===== config.mk =====
export PLATFORM = sky130hd
export DESIGN_NAME = gnn_0_example_load
export DESIGN_NICKNAME = d
export VERILOG_FILES = /design/src/rtl/gnn_0_example_load.sv
export SDC_FILE = /design/constraint.sdc
export NUM_CORES = 2
export LEC_CHECK = 0
export ABC_AREA = 1
export BUFFER_PORTS_ARGS = -buffer_cell sky130_fd_sc_hd__buf_2
export CELL_PAD_IN_SITES_DETAIL_PLACEMENT = 1
export CELL_PAD_IN_SITES_GLOBAL_PLACEMENT = 1
export CORE_AREA = 2 2 502 504
export CTS_CLUSTER_SIZE = 24
export DETAILED_ROUTE_END_ITERATION = 8
export DIE_AREA = 0 0 504 506
export PLACE_DENSITY = 0.7
export SETUP_SLACK_MARGIN = 0.05
export SYNTH_ARGS = -nofsm -noshare
export SYNTH_HDL_FRONTEND = slang
export SYNTH_SLANG_ARGS = --single-unit

===== constraint.sdc =====
create_clock -name aclk -period 59.2 [get_ports aclk]
set_clock_uncertainty 0.05 [all_clocks]
set_input_delay 11.84 -clock aclk [delete_from_list [all_inputs] [get_ports aclk]]
set_output_delay 11.84 -clock aclk [all_outputs]
set_load 0.03 [all_outputs]

===== src/rtl/gnn_0_example_load.sv =====
// gnn_0_example_load: DRAM-to-buffer load engine; one AXI read request per instruction,
// beats pass through a skid FIFO and a registered write stage into consecutive buffer lines.
module gnn_0_example_load #(
    parameter int LOAD_INST_LENGTH   = 96,
    parameter int C_M_AXI_ADDR_WIDTH = 64,
    parameter int C_M_AXI_DATA_WIDTH = 512,
    parameter int C_XFER_SIZE_WIDTH  = 32,
    parameter int C_BUF_ADDR_WIDTH   = 11,
    parameter int C_FIFO_DEPTH       = 4
) (
    input  logic                          aclk,
    input  logic                          aresetn,
    input  logic                          ap_start,
    output logic                          ap_done,
    input  logic [C_M_AXI_ADDR_WIDTH-1:0] ctrl_addr_offset,
    input  logic [LOAD_INST_LENGTH-1:0]   ctrl_instruction,
    output logic                          read_start,
    output logic [C_M_AXI_ADDR_WIDTH-1:0] read_xfer_addr,
    output logic [C_XFER_SIZE_WIDTH-1:0]  read_xfer_size_in_bytes,
    input  logic                          data_tvalid,
    output logic                          data_tready,
    input  logic [C_M_AXI_DATA_WIDTH-1:0] data_tdata,
    output logic                          load_write_buffer_valid,
    input  logic                          load_write_buffer_ready,
    output logic [C_BUF_ADDR_WIDTH-1:0]   load_write_buffer_addr,
    output logic [C_M_AXI_DATA_WIDTH-1:0] load_write_buffer_data
);
    localparam int PW = $clog2(C_FIFO_DEPTH);

    typedef enum logic [2:0] {IDLE, ISSUE, STREAM, DRAIN, DONE} state_t;

    state_t                          state_q, state_d;
    logic [15:0]                     count_q, count_d, beats_q, beats_d, writes_q, writes_d;
    logic [C_BUF_ADDR_WIDTH-1:0]     addr_q, addr_d;
    logic [C_M_AXI_ADDR_WIDTH-1:0]   xaddr_q, xaddr_d;
    logic [C_XFER_SIZE_WIDTH-1:0]    xsize_q, xsize_d;
    logic                            done_q, done_d;
    logic [PW-1:0]                   wr_ptr_q, wr_ptr_d, rd_ptr_q, rd_ptr_d;
    logic [PW:0]                     fcnt_q, fcnt_d;
    logic                            out_valid_q, out_valid_d;
    logic [C_M_AXI_DATA_WIDTH-1:0]   out_data_q, out_data_d;
    logic [C_M_AXI_DATA_WIDTH-1:0]   mem_q [C_FIFO_DEPTH];
    logic                            tready, push, pop, load, commit;
    logic                            unused_inst;

    assign unused_inst = ^{ctrl_instruction[31:0], ctrl_instruction[47:32+C_BUF_ADDR_WIDTH]};

    always_comb begin
        tready      = state_q == STREAM && fcnt_q < (PW+1)'(C_FIFO_DEPTH) && beats_q < count_q;
        push        = data_tvalid && tready;
        commit      = out_valid_q && load_write_buffer_ready;
        load        = !out_valid_q || load_write_buffer_ready;
        pop         = fcnt_q != '0 && load;
        wr_ptr_d    = wr_ptr_q + PW'(push);
        rd_ptr_d    = rd_ptr_q + PW'(pop);
        fcnt_d      = fcnt_q + (PW+1)'(push) - (PW+1)'(pop);
        // output stage refills whenever it is empty or being consumed this cycle
        out_valid_d = load ? fcnt_q != '0 : out_valid_q;
        out_data_d  = pop ? mem_q[rd_ptr_q] : out_data_q;
        beats_d     = beats_q + 16'(push);
        writes_d    = writes_q + 16'(commit);
        addr_d      = addr_q + C_BUF_ADDR_WIDTH'(commit);
        count_d     = count_q;
        xaddr_d     = xaddr_q;
        xsize_d     = xsize_q;
        done_d      = 1'b0;
        state_d     = state_q;
        case (state_q)
            IDLE: if (ap_start) begin
                count_d  = ctrl_instruction[63:48];
                addr_d   = ctrl_instruction[32 +: C_BUF_ADDR_WIDTH];
                beats_d  = '0;
                writes_d = '0;
                xaddr_d  = ctrl_addr_offset + C_M_AXI_ADDR_WIDTH'(ctrl_instruction[79:64]);
                xsize_d  = C_XFER_SIZE_WIDTH'(ctrl_instruction[95:80]);
                state_d  = ctrl_instruction[63:48] == '0 ? DONE : ISSUE;
            end
            ISSUE:   state_d = STREAM;
            STREAM:  state_d = beats_d == count_q ? DRAIN : STREAM;
            DRAIN:   state_d = fcnt_q == '0 && writes_q == count_q ? DONE : DRAIN;
            DONE: begin
                done_d  = 1'b1;
                state_d = IDLE;
            end
            default: state_d = IDLE;
        endcase
    end

    always_ff @(posedge aclk or negedge aresetn) begin
        if (!aresetn) begin
            state_q     <= IDLE;
            count_q     <= '0;
            beats_q     <= '0;
            writes_q    <= '0;
            addr_q      <= '0;
            xaddr_q     <= '0;
            xsize_q     <= '0;
            done_q      <= 1'b0;
            wr_ptr_q    <= '0;
            rd_ptr_q    <= '0;
            fcnt_q      <= '0;
            out_valid_q <= 1'b0;
            out_data_q  <= '0;
        end else begin
            state_q     <= state_d;
            count_q     <= count_d;
            beats_q     <= beats_d;
            writes_q    <= writes_d;
            addr_q      <= addr_d;
            xaddr_q     <= xaddr_d;
            xsize_q     <= xsize_d;
            done_q      <= done_d;
            wr_ptr_q    <= wr_ptr_d;
            rd_ptr_q    <= rd_ptr_d;
            fcnt_q      <= fcnt_d;
            out_valid_q <= out_valid_d;
            out_data_q  <= out_data_d;
        end
    end

    always_ff @(posedge aclk) begin
        if (push) begin
            assert (fcnt_q != (PW+1)'(C_FIFO_DEPTH)) else $error("push into full FIFO");
            mem_q[wr_ptr_q] <= data_tdata;
        end
    end

    assign ap_done                 = done_q;
    assign read_start              = state_q == ISSUE;
    assign read_xfer_addr          = xaddr_q;
    assign read_xfer_size_in_bytes = xsize_q;
    assign data_tready             = tready;
    assign load_write_buffer_valid = out_valid_q;
    assign load_write_buffer_addr  = addr_q;
    assign load_write_buffer_data  = out_data_q;
endmodule


* Word level (Yosys, flattened, before mapping)
Memories as Yosys holds them, arrays and structs flattened. A register that Yosys moved wholly into a read port is not among the register bits.
Cells that the tools add are included.
** Cells by class
- Eq/ne operators :: 7
- Add/sub/neg operators :: 8
- Magnitude comparators :: 2
- Multiplexer cells :: 14
- Reduce and logical (&&, ||, !) cells :: 14
** Operators with widths (number)
- 64-bit by 16-bit adder with 64-bit output :: 1
- 16-bit two-way mux :: 4
- 16-bit by 1-bit adder with 16-bit output :: 2
- 16-bit == test :: 2
- 11-bit two-way mux :: 2
- 16-bit logical NOT :: 1
- 16-bit less-than comparator :: 1
- 3-bit one-hot mux with 4 select lines :: 1
- 11-bit by 1-bit adder with 11-bit output :: 1
- 3-bit two-way mux :: 3
- 3-bit by 2-bit == test with 1-bit output (second input constant) :: 2
- 1-bit logical AND :: 6
- 3-bit logical NOT :: 2
- 2-bit by 1-bit adder with 2-bit output :: 2
- 1-bit two-way mux :: 4
- 3-bit by 1-bit adder with 3-bit output :: 1
- 3-bit by 1-bit == test with 1-bit output (second input constant) :: 1
- 3-bit == test (second input constant) :: 1
- 3-bit less-than comparator (second input constant) :: 1
- 3-bit nonzero test :: 1
- 3-bit by 1-bit subtractor with 3-bit output :: 1
- 1-bit logical NOT :: 2
- 2-bit inequality test (second input constant) :: 1
- 2-bit AND reduction :: 1
- 1-bit logical OR :: 1
** Storage, ports and cells
- Word-level logic and storage cells :: 58
- Input bits :: 677
- Memories kept :: 1
- Bits in writable memories :: 2048
- Output and inout bits :: 623
- Flip-flop bits (word level) :: 151
** Memories
- mem_q :: depth 4, bits a word 512, read ports 1, clocked after Yosys merged registers in 1, wr ports 1, RTL line 42 : logic [C_M_AXI_DATA_WIDTH-1:0] mem_q [C_FIFO_DEPTH];

* Logic depth before layout (Yosys ltp)
- Word-level depth :: 8
- Gate-level depth with buffers :: 25
- Gate-level depth less buffers :: 25

* Worst setup path after synthesis
No wires, ideal clock.
- Kind :: input-to-reg
- Start point :: in data_tvalid
- End point :: mem mem_q[0][0], enable pin
- Data required time :: 57.748 ns
- Stages :: 2
- Setup slack :: 24.590 ns
- Arrival :: 33.158 ns
- Cells stage by stage :: nand2_1 > nor2_1
** Between the ends
- Longest elaborated chain between the ends :: 3
** RTL lines
- from (decl) :: RTL line 20 : input logic data_tvalid,
- 1-bit logical AND :: RTL line 50 : push = data_tvalid && tready;
- 1-bit two-way mux :: RTL line 122 : if (push) begin
- 1-bit two-way mux (implied by the code) :: RTL line 124 : mem_q[wr_ptr_q] <= data_tdata;
- to (decl) :: RTL line 42
Every way passes these cells.

* Worst setup path after layout
- Start point :: reg count_q[5]
- End point :: out data_tready
** Between the ends
- Longest elaborated chain between the ends :: 2
** RTL lines
- from (decl) :: RTL line 33 : logic [15:0] count_q, count_d, beats_q, beats_d, writes_q, writes_d;
- from (signal assigned) :: RTL line 106 : count_q <= count_d;
- 16-bit less-than comparator :: RTL line 49 : tready = state_q == STREAM && fcnt_q < (PW+1)'(C_FIFO_DEPTH) && beats_q < count_q;
- 1-bit logical AND :: RTL line 49
- to (decl) :: RTL line 21 : output logic data_tready,
Every way passes these cells.

==> impl_metrics.tcl <==
set metrics [dict create \
    path_max_fanout 4 \
    cts.sink_count 2711 \
    outcome "finished, final reports clean" \
    endpoint_kind "primary output" \
    fin_crit_sh_pct 24.9 \
    die_h_um 506 \
    worst_slack_ps 44470 \
    synth_compound_area_share_pct 8.75 \
    p_leak_nw 45.5 \
    grt_max_degree 233 \
    syn-mean-instance-area_um2 12.2 \
    dp_hpwl_um 215000 \
    numCtsBuffers 304 \
    cts-resized-gates 0 \
    port_buffers 1246 \
    hold_buffers 0 \
    cp.required_ps 47310 \
    initial_core_util_pct 41.6 \
    drv_slew 0 \
    drive_above_1_share_pct 18.3 \
    setup_viol 0 \
    synth_area_um2 104000 \
    grt_overflow 0 \
    path_cells "inv_1, ha_1, a21oi_1, o21ai_0, o211ai_1, nand3_1, inv_1, buf_2" \
    gp_congestion 0.914 \
    drc 0 \
    crit_buf_inv 3 \
    peakVddDrop_uv 42.0 \
    syn-instance-count 8496 \
    path_clk_slew_ps 60 \
    synth-simple-area-share_pct 12.5 \
    grt_pass1_vias 75800 \
    viasPerCell 5.38 \
    cp.arrival_ps 2840 \
    hold_class "register to register" \
    synth_top_flop_cell "edfxtp_1" \
    area_growth_pct 18.8 \
    h-tree-depth 5 \
    path_delay_family "buffers and inverters" \
    rsz0062_at_grt "no" \
    wl_per_cell_um 25.6 \
    wirelength_um 341000 \
    synth_edf_count 2048 \
    crit_type "register to primary output" \
    startpoint_type "register" \
    place_ws_ps 43420 \
    synth_top_family_by_area "simple AND/OR/NAND/NOR gates" \
    core-area_um2 250000 \
    fmax_mhz 67.9 \
    rows 184 \
    ant_nets 0 \
    setup_tns_ps 0 \
    tritoncts "done" \
    synth_mux_area_share_pct 0.0193 \
    reg2reg_setup_slack_ps 53790 \
    final_common_cell "nor2_1" \
    finalHoldViolCount 0 \
    ys_async_sr_fraction_pct 24.5 \
    relSlewSlack_pct 14.4 \
    layout_common_cells "2682 x nor2_1, 2048 x edfxtp_1, 1245 x buf_2" \
    worst_path_max_delay_cell "dfrtp_1" \
    grt_first_pass_wirelength_um 497000 \
    clk_latency_ps 960 \
    post_cts_buffers 0 \
    yosysSeqAreaShare_pct 75.1 \
    nets 10400 \
    grt_usage_pct 26.0 \
    dieWidth_um 504 \
    p_per_area_nw_per_um2 54.0 \
    worst_pin_slew_ps 1280 \
    worst_path_largest_cell_delay_ps 430 \
    clockBufferDepth 4 \
    drv_cap 0 \
    ys_ff_latch 2711 \
    crit_path_frequent_cell "inv_1" \
    period_needed_ps 14730 \
    ios 1300 \
    synthAdderAreaFrac_pct 0.532 \
    antenna_found_initial 242 \
    vias 71800 \
    synth_warnings 0 \
    synth_xor_area_share_pct 0.586 \
    drtIter0Drc 4693 \
    yosys.cell_types.count 49 \
    cts_root_buffer "clkbuf_16" \
    dr.pass1.iters 5 \
    die-area_um2 255000 \
]
## cells by family (layout without fill, tap and decap cells)
| family | count (synthesis) | after routing |
|---|---|---|
| AND/OR/NAND/NOR | 3354 | 3354 |
| flip-flops | 2711 | 2711 |
| AO/OA/AOI/OAI | 1678 | 1678 |
| buffers and inverters | 639 | 2011 |
| XOR/XNOR | 68 | 68 |
| adder cells (fa/ha/maj) | 43 | 43 |
| multiplexers | 2 | 2 |
| other | 1 | 133 |
## metal layers
layer | global-route usage [%] | part of all wire, % | routed length [µm] | vias to the layer above
li1 | - | - | - | 32200
met3 | 8.91 | 8.4 | 28700 | 850
met2 | 43.3 | 48 | 165000 | 2267
met1 | 29.6 | 37 | 128000 | 36400
met5 | 0 | 0.22 | 757 | -
met4 | 13.9 | 5.5 | 18900 | 114
## Yosys cell counts, types with 2 or more instances
cell	instances	area, µm²
nand3b_1	7	52.6
buf_2	88	440
o211ai_1	3	22.5
nand2_1	463	1740
inv_1	137	514
o31ai_1	3	22.5
xnor2_1	38	333
mux2i_1	2	20.0
buf_4	16	120
dfrtp_1	663	16600
or2_2	4	25.0
o21ai_0	1090	5460
fa_1	2	40.0
xor2_1	29	254
clkbuf_1	314	1180
o21bai_1	6	45.0
nand2_2	7	43.8
nor4_1	14	87.6
inv_2	3	11.3
ha_1	41	513
o21a_1	4	30.0
nand4_1	44	275
nand3_1	86	430
a31oi_1	512	3200
nor3_1	20	100
buf_1	80	300
a21oi_1	51	255
o21ai_1	5	25.0
edfxtp_1	2048	61500
nor3_2	4	40.0
nor2_2	9	56.3
nor2_1	2686	10100
## flip-flops by register name (all words and copies together), names as in the netlist
register and count:
ap_done 1, beats_q 16, count_q 16, fcnt_q 3
load_write_buffer_addr 11, load_write_buffer_data 512, load_write_buffer_valid 1, mem_q 2048
rd_ptr_q 2, read_xfer_addr 64, read_xfer_size_in_bytes 16, state_q 3
wr_ptr_q 2, writes_q 16
## power by group
part           switching [mW]  internal (mW)
sequential              0.180           2.40
combinational            1.66          0.558
clock                   0.756           1.12
## final cells by class
type | count | area [µm²]
Timing Repair Buffer | 1330 | 7090
Multi-Input combinational cell | 5161 | 23400
Sequential cell | 2711 | 78100
Clock buffer | 410 | 8410
Tap cell | 3348 | 4190
Fill cell | 26200 | 127000
Antenna cell | 117 | 293
Clock inverter | 131 | 1490
Inverter | 140 | 543
## stage by stage
stage	instance area (µm²)	instances	util, %	power (mW)	hold slack [ps]
3_5_place_dp	113000	12700	45.3	4.83	413
5_1_grt	123000	13300	49.4	7.00	449
4_1_cts	123000	13200	49.3	6.72	428
3_3_place_gp	113000	12700	45.3	4.73	409
6_report	124000	13300	49.4	6.67	428
2_1_floorplan	104000	8511	-	4.08	423
## tightest hold or removal path: stages, from the launching register on
cell and delay (ps):
dfrtp_1 340, nand2_1 50, nand2_1 60
## worst paths after layout
| check | start | end | depth (start not counted) |
|---|---|---|---|
| min | read_xfer_addr[41]$_DFFE_PN0P_ | read_xfer_addr[41]$_DFFE_PN0P_ | 2 |
| max reg2reg | count_q[5]$_DFFE_PN0P_ | mem_q[3][37]$_DFFE_PP_ | 13 |
| min reg2reg | read_xfer_addr[41]$_DFFE_PN0P_ | read_xfer_addr[41]$_DFFE_PN0P_ | 2 |
| min in group asynchronous | aresetn | load_write_buffer_data[375]$_DFFE_PN0P_ | 1 |
| max | count_q[5]$_DFFE_PN0P_ | data_tready | 8 |
| max in group asynchronous | aresetn | load_write_buffer_data[221]$_DFFE_PN0P_ | 4 |
Note: power is estimated with default switching activity, not from simulation.
